===== src/rtl/ray_sampler.sv =====
// Ray sampler: accepts one ray and emits N_SAMPLES points p_k = o + t_k*d in
// signed fixed point, one point per output handshake.
module ray_sampler #(
  parameter int NTOTAL_BITS = 16,
  parameter int NFRAC_BITS  = 4,
  parameter int N_SAMPLES   = 8,
  parameter int IDX_W       = 3
) (
  input  logic                   clk,
  input  logic                   rst_n,
  input  logic                   in_valid,
  output logic                   in_ready,
  input  logic [NTOTAL_BITS-1:0] ray_o_x,
  input  logic [NTOTAL_BITS-1:0] ray_o_y,
  input  logic [NTOTAL_BITS-1:0] ray_o_z,
  input  logic [NTOTAL_BITS-1:0] ray_d_x,
  input  logic [NTOTAL_BITS-1:0] ray_d_y,
  input  logic [NTOTAL_BITS-1:0] ray_d_z,
  input  logic [NTOTAL_BITS-1:0] t_near,
  input  logic [NTOTAL_BITS-1:0] t_delta,
  output logic                   out_valid,
  input  logic                   out_ready,
  output logic [NTOTAL_BITS-1:0] pt_x,
  output logic [NTOTAL_BITS-1:0] pt_y,
  output logic [NTOTAL_BITS-1:0] pt_z,
  output logic [NTOTAL_BITS-1:0] pt_t,
  output logic [IDX_W-1:0]       pt_idx,
  output logic                   pt_last
);

  localparam int W  = NTOTAL_BITS;
  localparam int PW = 2 * NTOTAL_BITS;
  localparam logic [IDX_W-1:0] PEN_IDX = IDX_W'(N_SAMPLES - 2);

  typedef enum logic {IDLE, EMIT} state_t;

  state_t state_q, state_d;

  logic [W-1:0]     ox_q, oy_q, oz_q;
  logic [W-1:0]     dx_q, dy_q, dz_q;
  logic [W-1:0]     delta_q, t_q;
  logic [W-1:0]     px_q, py_q, pz_q;
  logic [IDX_W-1:0] idx_q;
  logic             last_q;

  logic             accept, advance;
  logic [W-1:0]     t_op, ox_op, oy_op, oz_op, dx_op, dy_op, dz_op;
  logic [W-1:0]     px_d, py_d, pz_d;

  // Full signed product, floor-truncated back to the working format.
  function automatic logic [W-1:0] mul(input logic signed [W-1:0] a,
                                       input logic signed [W-1:0] b);
    logic signed [PW-1:0] p;
    p = PW'(a) * PW'(b);
    return p[NFRAC_BITS +: W];
  endfunction

  always_ff @(posedge clk) begin
    if (!rst_n) state_q <= IDLE;
    else        state_q <= state_d;
  end

  always_comb begin
    state_d = state_q;
    accept  = 1'b0;
    advance = 1'b0;
    case (state_q)
      IDLE: begin
        if (in_valid) begin
          accept  = 1'b1;
          state_d = EMIT;
        end
      end
      EMIT: begin
        if (out_ready) begin
          if (last_q) state_d = IDLE;
          else        advance = 1'b1;
        end
      end
      default: state_d = IDLE;
    endcase
  end

  // One multiplier per axis: operands come straight from the ports while idle
  // (sample 0) and from the captured ray with the next depth while emitting.
  always_comb begin
    if (state_q == IDLE) begin
      t_op  = t_near;
      ox_op = ray_o_x;
      oy_op = ray_o_y;
      oz_op = ray_o_z;
      dx_op = ray_d_x;
      dy_op = ray_d_y;
      dz_op = ray_d_z;
    end else begin
      t_op  = t_q + delta_q;
      ox_op = ox_q;
      oy_op = oy_q;
      oz_op = oz_q;
      dx_op = dx_q;
      dy_op = dy_q;
      dz_op = dz_q;
    end
    px_d = ox_op + mul(t_op, dx_op);
    py_d = oy_op + mul(t_op, dy_op);
    pz_d = oz_op + mul(t_op, dz_op);
  end

  always_ff @(posedge clk) begin
    if (!rst_n) begin
      ox_q    <= '0;
      oy_q    <= '0;
      oz_q    <= '0;
      dx_q    <= '0;
      dy_q    <= '0;
      dz_q    <= '0;
      delta_q <= '0;
      t_q     <= '0;
      px_q    <= '0;
      py_q    <= '0;
      pz_q    <= '0;
      idx_q   <= '0;
      last_q  <= 1'b0;
    end else if (accept) begin
      ox_q    <= ray_o_x;
      oy_q    <= ray_o_y;
      oz_q    <= ray_o_z;
      dx_q    <= ray_d_x;
      dy_q    <= ray_d_y;
      dz_q    <= ray_d_z;
      delta_q <= t_delta;
      t_q     <= t_op;
      px_q    <= px_d;
      py_q    <= py_d;
      pz_q    <= pz_d;
      idx_q   <= '0;
      last_q  <= 1'b0;
    end else if (advance) begin
      t_q     <= t_op;
      px_q    <= px_d;
      py_q    <= py_d;
      pz_q    <= pz_d;
      idx_q   <= idx_q + 1'b1;
      last_q  <= (idx_q == PEN_IDX);
    end
  end

  assign in_ready  = (state_q == IDLE);
  assign out_valid = (state_q == EMIT);
  assign pt_x      = px_q;
  assign pt_y      = py_q;
  assign pt_z      = pz_q;
  assign pt_t      = t_q;
  assign pt_idx    = idx_q;
  assign pt_last   = last_q;

endmodule


===== config.mk =====
export PLATFORM = sky130hd
export DESIGN_NAME = ray_sampler
export DESIGN_NICKNAME = d
export VERILOG_FILES = /design/src/rtl/ray_sampler.sv
export SDC_FILE = /design/constraint.sdc
export NUM_CORES = 2
export LEC_CHECK = 0
export ABC_AREA = 1
export CAP_MARGIN = 10
export CORE_ASPECT_RATIO = 0.8
export CORE_MARGIN = 2
export CORE_UTILIZATION = 56
export DETAILED_ROUTE_END_ITERATION = 8
export PLACE_DENSITY = 0.84
export REMOVE_ABC_BUFFERS = 1
export SLEW_MARGIN = 20
export SYNTH_ARGS = -nofsm -noshare
export SYNTH_HDL_FRONTEND = slang
export SYNTH_SLANG_ARGS = --single-unit

===== constraint.sdc =====
create_clock -name clk -period 7.1 [get_ports clk]
set_input_delay 1.065 -clock clk [delete_from_list [all_inputs] [get_ports clk]]
set_output_delay 1.065 -clock clk [all_outputs]
set_load 0.02 [all_outputs]

# [Word level (Yosys, flattened, before mapping)]
# Cells that the tools add are included.
[word_totals] word_cells=49 register_bits=181 memories=0 out_inout_bits=70 inputBits=132 mem_bits_ro=0 ramBits=0 latch_bits=0
[classes] n_lt_le_gt_ge=0 shifts=0 muxes=22 n_bitwise=2 n_mul=3 n_reduce_logical=2 addsub=5 div_mod_pow=0 n_eq_ne=1
[op_table] operator="$mux 16" count=15
[op_table] operator="$add 16x16->16" count=4
[op_table] operator="$mul 16x16->20" count=3
[op_table] operator="$mux 1" count=6
[op_table] operator="$add 3x1->3 const B" count=1
[op_table] operator="$eq 3x3->1 const B" count=1
[op_table] operator="$not 1->1" count=2
[op_table] operator="$pmux 1 s2" count=1
[op_table] operator="$reduce_bool 2->1" count=1
[op_table] operator="$reduce_or 2->1" count=1

# [Logic depth before layout (Yosys ltp)]
[depth] ltp_word=6 ltp_mapped=49 mapped_depth_nobuf=47

# [Least setup slack after synthesis]
# OpenSTA, ideal clock, no wires.
[synth_timing] kind="reg-to-reg" startpoint="register t_q[0] (netlist: pt_t[0])" endpoint="register py_q[15] (netlist: pt_y[15])" required_ns=6.991 t_arrival_ns=7.872 stages_incl_launch_ff=44 n_path_buf=2 setup_time_ns=0.109 slack_ns=-0.881 period_less_slack_ns=7.981 cell_sequence="dfxtp_1 > ha_1 > inv_1 > fa_1 > inv_1 > nand2_1 > nand2_1 > nand3_1 > nand3_1 > nand3_1 > nand2_1 > clkbuf_1 > clkbuf_1 > nor2_1 > fa_1 > inv_1 > fa_1 > inv_1 > (+8 left out) > ha_1 > a21oi_1 > o21ai_0 > a21oi_2 > o21ai_2 > xnor2_1 > inv_1 > ha_1 > nand2_1 > nor3_1 > nor3b_1 > a221oi_1 > xnor2_1 > inv_1 > nand3_1 > nand3_1 > nand2_1 > inv_1"
[synth_between] elab_chain_len=6
[synth_lines] item="start: declaration" line_no="41" rtl="logic [W-1:0] delta_q, t_q;"
[synth_lines] item="start signal: assignment" line_no="132" rtl="t_q <= t_op;"
[synth_lines] item="start signal: assignment" line_no="139" rtl="t_q <= t_op;"
[synth_lines] item="$add 16x16->16 *" line_no="96" rtl="t_op = t_q + delta_q;"
[synth_lines] item="$mux 16 *" line_no="87" rtl="if (state_q == IDLE) begin"
[synth_lines] item="$mul 16x16->20 *" line_no="54" rtl="p = PW'(a) * PW'(b);"
[synth_lines] item="$add 16x16->16 *" line_no="105" rtl="py_d = oy_op + mul(t_op, dy_op);"
[synth_lines] item="$mux 16" line_no="138" rtl="end else if (advance) begin"
[synth_lines] item="$mux 16 *" line_no="124" rtl="end else if (accept) begin"
[synth_lines] item="end signal: assignment" line_no="134" rtl="py_q <= py_d;"
[synth_lines] item="end signal: assignment" line_no="141" rtl="py_q <= py_d;"
[synth_lines] item="end: declaration" line_no="42" rtl="logic [W-1:0] px_q, py_q, pz_q;"
# Mark *: on every way between the ends. The rest lies on a longest branch, timed or not. The select of a mux whose other input is x is not followed.
# A chain may end at the register's enable or synchronous reset.

# [Final worst setup path]
[layout_timing] startpoint="register delta_q[0]" endpoint="register py_q[15] (netlist: pt_y[15])"
[layout_between] elab_chain_len=6
[layout_lines] item="start: declaration" line_no="41"
[layout_lines] item="start signal: assignment" line_no="131" rtl="delta_q <= t_delta;"
[layout_lines] item="$add 16x16->16 *" line_no="96"
[layout_lines] item="$mux 16 *" line_no="87"
[layout_lines] item="$mul 16x16->20 *" line_no="54"
[layout_lines] item="$add 16x16->16 *" line_no="105"
[layout_lines] item="$mux 16" line_no="138"
[layout_lines] item="$mux 16 *" line_no="124"
# Marks and branches as above.

==> load_flow_metrics.sql <==
INSERT INTO impl_metrics (metric_group, metric, value, unit) VALUES
('global_route', 'first_global_vias', '30400', ''),
('clocking', 'tritoncts_clock_tree', 'done', ''),
('routing', 'dr_vias', '30000', ''),
('clocking', 'cts.htree.levels', '4', ''),
('status', 'violated_checks', 'negative setup slack', ''),
('place', 'dp.cells', '5167', ''),
('sta', 'period_share', '114', '%'),
('logic_synthesis', 'synth_edf_count', '0', ''),
('worst_setup_path', 'cpPeakStageDelay', '550', 'ps'),
('clocking', 'cts_inserted_buffers', '17', ''),
('global_route', 'overflow', '0', ''),
('routing', 'detailedRoute.firstIterationViolations', '3205', ''),
('clocking', 'cts_root_buffer', 'sky130_fd_sc_hd__clkbuf_16', ''),
('routing', 'detail_route.drc_violations', '0', ''),
('clocking', 'ctsLongestPathBuffers', '2', ''),
('global_route', 'global_route.usage.total', '37.1', '%'),
('place', 'place_hpwl', '70600', 'µm'),
('layout', 'finalNetCount', '5408', ''),
('sta', 'worst_slew_pin_slew', '844', 'ps'),
('worst_setup_path', 'cp_common_cell', 'sky130_fd_sc_hd__inv_2', ''),
('logic_synthesis', 'post_synthesis_register_bit_count', '181', ''),
('sta', 'fmax', '124', 'MHz'),
('logic_synthesis', 'synth.cell_area', '28500', 'µm²'),
('sta', 'rsz0062_at_grt', 'true', ''),
('global_route', 'grt_max_degree', '71', ''),
('logic_synthesis', 'ys_dominant_reg_cell', 'sky130_fd_sc_hd__dfxtp_1', ''),
('sta', 'finalWorstSetupSlack', '-965', 'ps'),
('floorplan', 'core_area', '50000', 'µm²'),
('logic_synthesis', 'syn_avg_cell_area', '7.37', 'µm²'),
('global_route', 'grt_first_pass_wirelength', '154000', 'µm'),
('floorplan', 'placementRows', '73', ''),
('logic_synthesis', 'yosys_warnings', '0', ''),
('logic_synthesis', 'synth_top_cell_area_share', '29.0', '%'),
('logic_synthesis', 'netlist_top_cells_count', 'sky130_fd_sc_hd__inv_1 (920), sky130_fd_sc_hd__nand2_1 (661), sky130_fd_sc_hd__fa_1 (412)', ''),
('floorplan', 'start_util', '57.0', '%'),
('layout', 'instances_no_fill', '5292', ''),
('sta', 'finalWorstPathRequiredPeriod', '8070', 'ps'),
('run', 'cap_violations', '0', ''),
('layout', 'fillers', '3011', ''),
('place', 'place_congestion', '0.999', ''),
('worst_setup_path', 'cp_max_fo', '5', ''),
('sta', 'setup-violations-final', '23', ''),
('logic_synthesis', 'synthDistinctLibCells', '51', ''),
('worst_setup_path', 'end_kind', 'register', ''),
('clocking', 'clock_latency', '510', 'ps'),
('logic_synthesis', 'gate_count_after_technology_mapping', '3863', ''),
('worst_setup_path', 'worst_setup_path_start_kind', 'register', ''),
('routing', 'number_of_iterations_in_the_first_detailed_routing_pass', '9', ''),
('logic_synthesis', 'synth_sequential_area_ratio', '12.7', '%'),
('global_route', 'grt_antenna_before_repair', '0', ''),
('logic_synthesis', 'yosysTopAreaCell', 'sky130_fd_sc_hd__fa_1', ''),
('worst_setup_path', 'timing.critical_path.required', '7510', 'ps'),
('logic_synthesis', 'netlist_top_cells_area', 'sky130_fd_sc_hd__fa_1 (29%), sky130_fd_sc_hd__dfxtp_1 (13%), sky130_fd_sc_hd__inv_1 (12%)', ''),
('logic_synthesis', 'postSynth.asyncResetShare', '0', '%'),
('floorplan', 'die_w', '256', 'µm'),
('clocking', 'clk_transition_reported_paths', '80', 'ps'),
('status', 'status', 'finished, violations left', ''),
('place', 'buffer_ports.inserted', '201', ''),
('floorplan', 'boundaryPins', '202', ''),
('routing', 'detail-route-antenna-nets', '0', ''),
('clocking', 'total_of_hold_buffers_inserted_after_clock_tree_synthesis', '0', ''),
('worst_setup_path', 'timing.critical_path.slowest_stage_cell', 'sky130_fd_sc_hd__fa_2', ''),
('sta', 'relSlewSlack', '43.7', '%'),
('worst_setup_path', 'worstPathArrival', '8480', 'ps'),
('floorplan', 'fp.dieH', '206', 'µm'),
('sta', 'report.final.hold_viol_count', '0', ''),
('min_path', 'holdCritPathClass', 'reg2reg', ''),
('layout', 'post_route_cells_drive_above_1_share', '24.2', '%'),
('layout', 'antennaDiodeCount', '0', ''),
('layout', 'layout-area-overhead-vs-synth', '36.8', '%'),
('routing', 'postRouteWirelength', '104000', 'µm'),
('routing', 'per_cell_routed_wire_length', '19.7', 'µm'),
('logic_synthesis', 'synthMostInstantiatedCell', 'sky130_fd_sc_hd__inv_1', ''),
('routing', 'via_per_inst', '5.66', ''),
('sta', 'drv_slew', '0', ''),
('sta', 'clock-skew-final', '17.7', 'ps'),
('sta', 'holdWs', '475', 'ps'),
('floorplan', 'die_area', '52700', 'µm²'),
('clocking', 'clock_sinks', '181', ''),
('worst_setup_path', 'crit_type', 'reg2reg', '');
## sequential cells by signal (all words and copies together) (netlist names)
| signal | cells |
|---|---|
| delta_q | 16 |
| dx_q | 16 |
| dy_q | 16 |
| dz_q | 16 |
| ox_q | 16 |
| oy_q | 16 |
| oz_q | 16 |
| pt_t | 16 |
| pt_x | 16 |
| pt_y | 16 |
| pt_z | 16 |
| pt_idx | 3 |
| out_valid | 1 |
| pt_last | 1 |
## worst max-delay path: cells and delay by family (launching register included)
family	cells	cell delay, ps
AOI/OAI and AO/OA	5	930
xor gates and xnor gates	2	340
adders and majority gates	10	4010
buffers and inverters	13	1140
DFF	1	350
and+or+nand+nor	14	1200
## area by class of cell
cell class	count	area, µm²	share of cell area, %
Multi-Input combinational cell	2595	22700	58.4
Timing Repair Buffer	872	7590	19.5
Sequential cell	181	3640	9.36
Inverter	937	3540	9.10
Tap cell	675	845	2.17
Clock buffer	19	443	1.14
Clock inverter	13	143	0.366
## path summary, 6_finish.rpt
path | endpoint | slack, ps | cells after the start | start
setup / recovery | pt_y[15] | -970 | 44 | delta_q[0]
hold / removal | dy_q[9] | 480 | 2 | dy_q[9]
setup reg to reg | pt_y[15] | -970 | 44 | delta_q[0]
hold reg to reg | dy_q[9] | 480 | 2 | dy_q[9]
## stage by stage
| stage | setup TNS, ps | instance area, µm² | util (%) | worst slack, ps |
|---|---|---|---|---|
| after floorplan | -280100 | 27800 | - | -4380 |
| after global placement | -15480 | 35200 | 70.5 | -979 |
| after detailed placement | -19290 | 35200 | 70.5 | -1160 |
| after CTS | -3720 | 37800 | 75.6 | -466 |
| after global routing | -17090 | 38900 | 77.9 | -1160 |
| final | -11880 | 38900 | 77.9 | -965 |
## cells in the final DEF (no fill, tap or decap), types with 16 or more instances in the layout
master,synthesis,layout
sky130_fd_sc_hd__buf_4,7,594
sky130_fd_sc_hd__o21ai_1,32,38
sky130_fd_sc_hd__nand4_1,24,24
sky130_fd_sc_hd__nand2_2,9,39
sky130_fd_sc_hd__ha_1,260,198
sky130_fd_sc_hd__o21bai_1,41,38
sky130_fd_sc_hd__buf_6,5,47
sky130_fd_sc_hd__a21oi_2,2,39
sky130_fd_sc_hd__a21oi_4,0,16
sky130_fd_sc_hd__nand3_2,8,18
sky130_fd_sc_hd__xor2_1,65,54
sky130_fd_sc_hd__o21ai_0,252,229
sky130_fd_sc_hd__fa_1,412,401
sky130_fd_sc_hd__buf_12,0,24
sky130_fd_sc_hd__inv_2,7,64
sky130_fd_sc_hd__xnor2_1,44,37
sky130_fd_sc_hd__a21oi_1,146,93
sky130_fd_sc_hd__nand3_1,165,146
sky130_fd_sc_hd__clkbuf_16,0,17
sky130_fd_sc_hd__nand2_1,661,609
sky130_fd_sc_hd__inv_1,920,855
sky130_fd_sc_hd__o21ai_2,10,22
sky130_fd_sc_hd__dfxtp_1,181,168
sky130_fd_sc_hd__ha_4,0,55
sky130_fd_sc_hd__nand2_4,0,22
sky130_fd_sc_hd__clkdlybuf4s50_1,0,200
sky130_fd_sc_hd__nor2_1,376,352
## layer usage
layer	wire length, µm	vias up	global-route usage, %
li1	-	13100	-
met1	35700	14100	42.5
met2	48800	2018	63.8
met3	10800	684	8.09
met4	8740	0	23.4
met5	0	-	0
## timing repair
action | in CTS | in global routing
buffers inserted | 59 | 41
pin swaps | 155 | 96
resized for setup | 319 | 204
setup endpoints to repair | 28 | 29
cloned | 2 | 0
## kinds of logic after synthesis
| group | count (synthesis) | share of synthesized area (%) |
|---|---|---|
| simple gates | 1277 | 18.4 |
| xor+xnor | 110 | 3.41 |
| buf+inv | 1087 | 14.6 |
| fa+ha+maj | 672 | 40.4 |
| compound gates | 536 | 10.5 |
| flops | 181 | 12.7 |
Power is not shown: default switching activity piles up to over one toggle a cycle in this logic, so the estimate is an artifact.
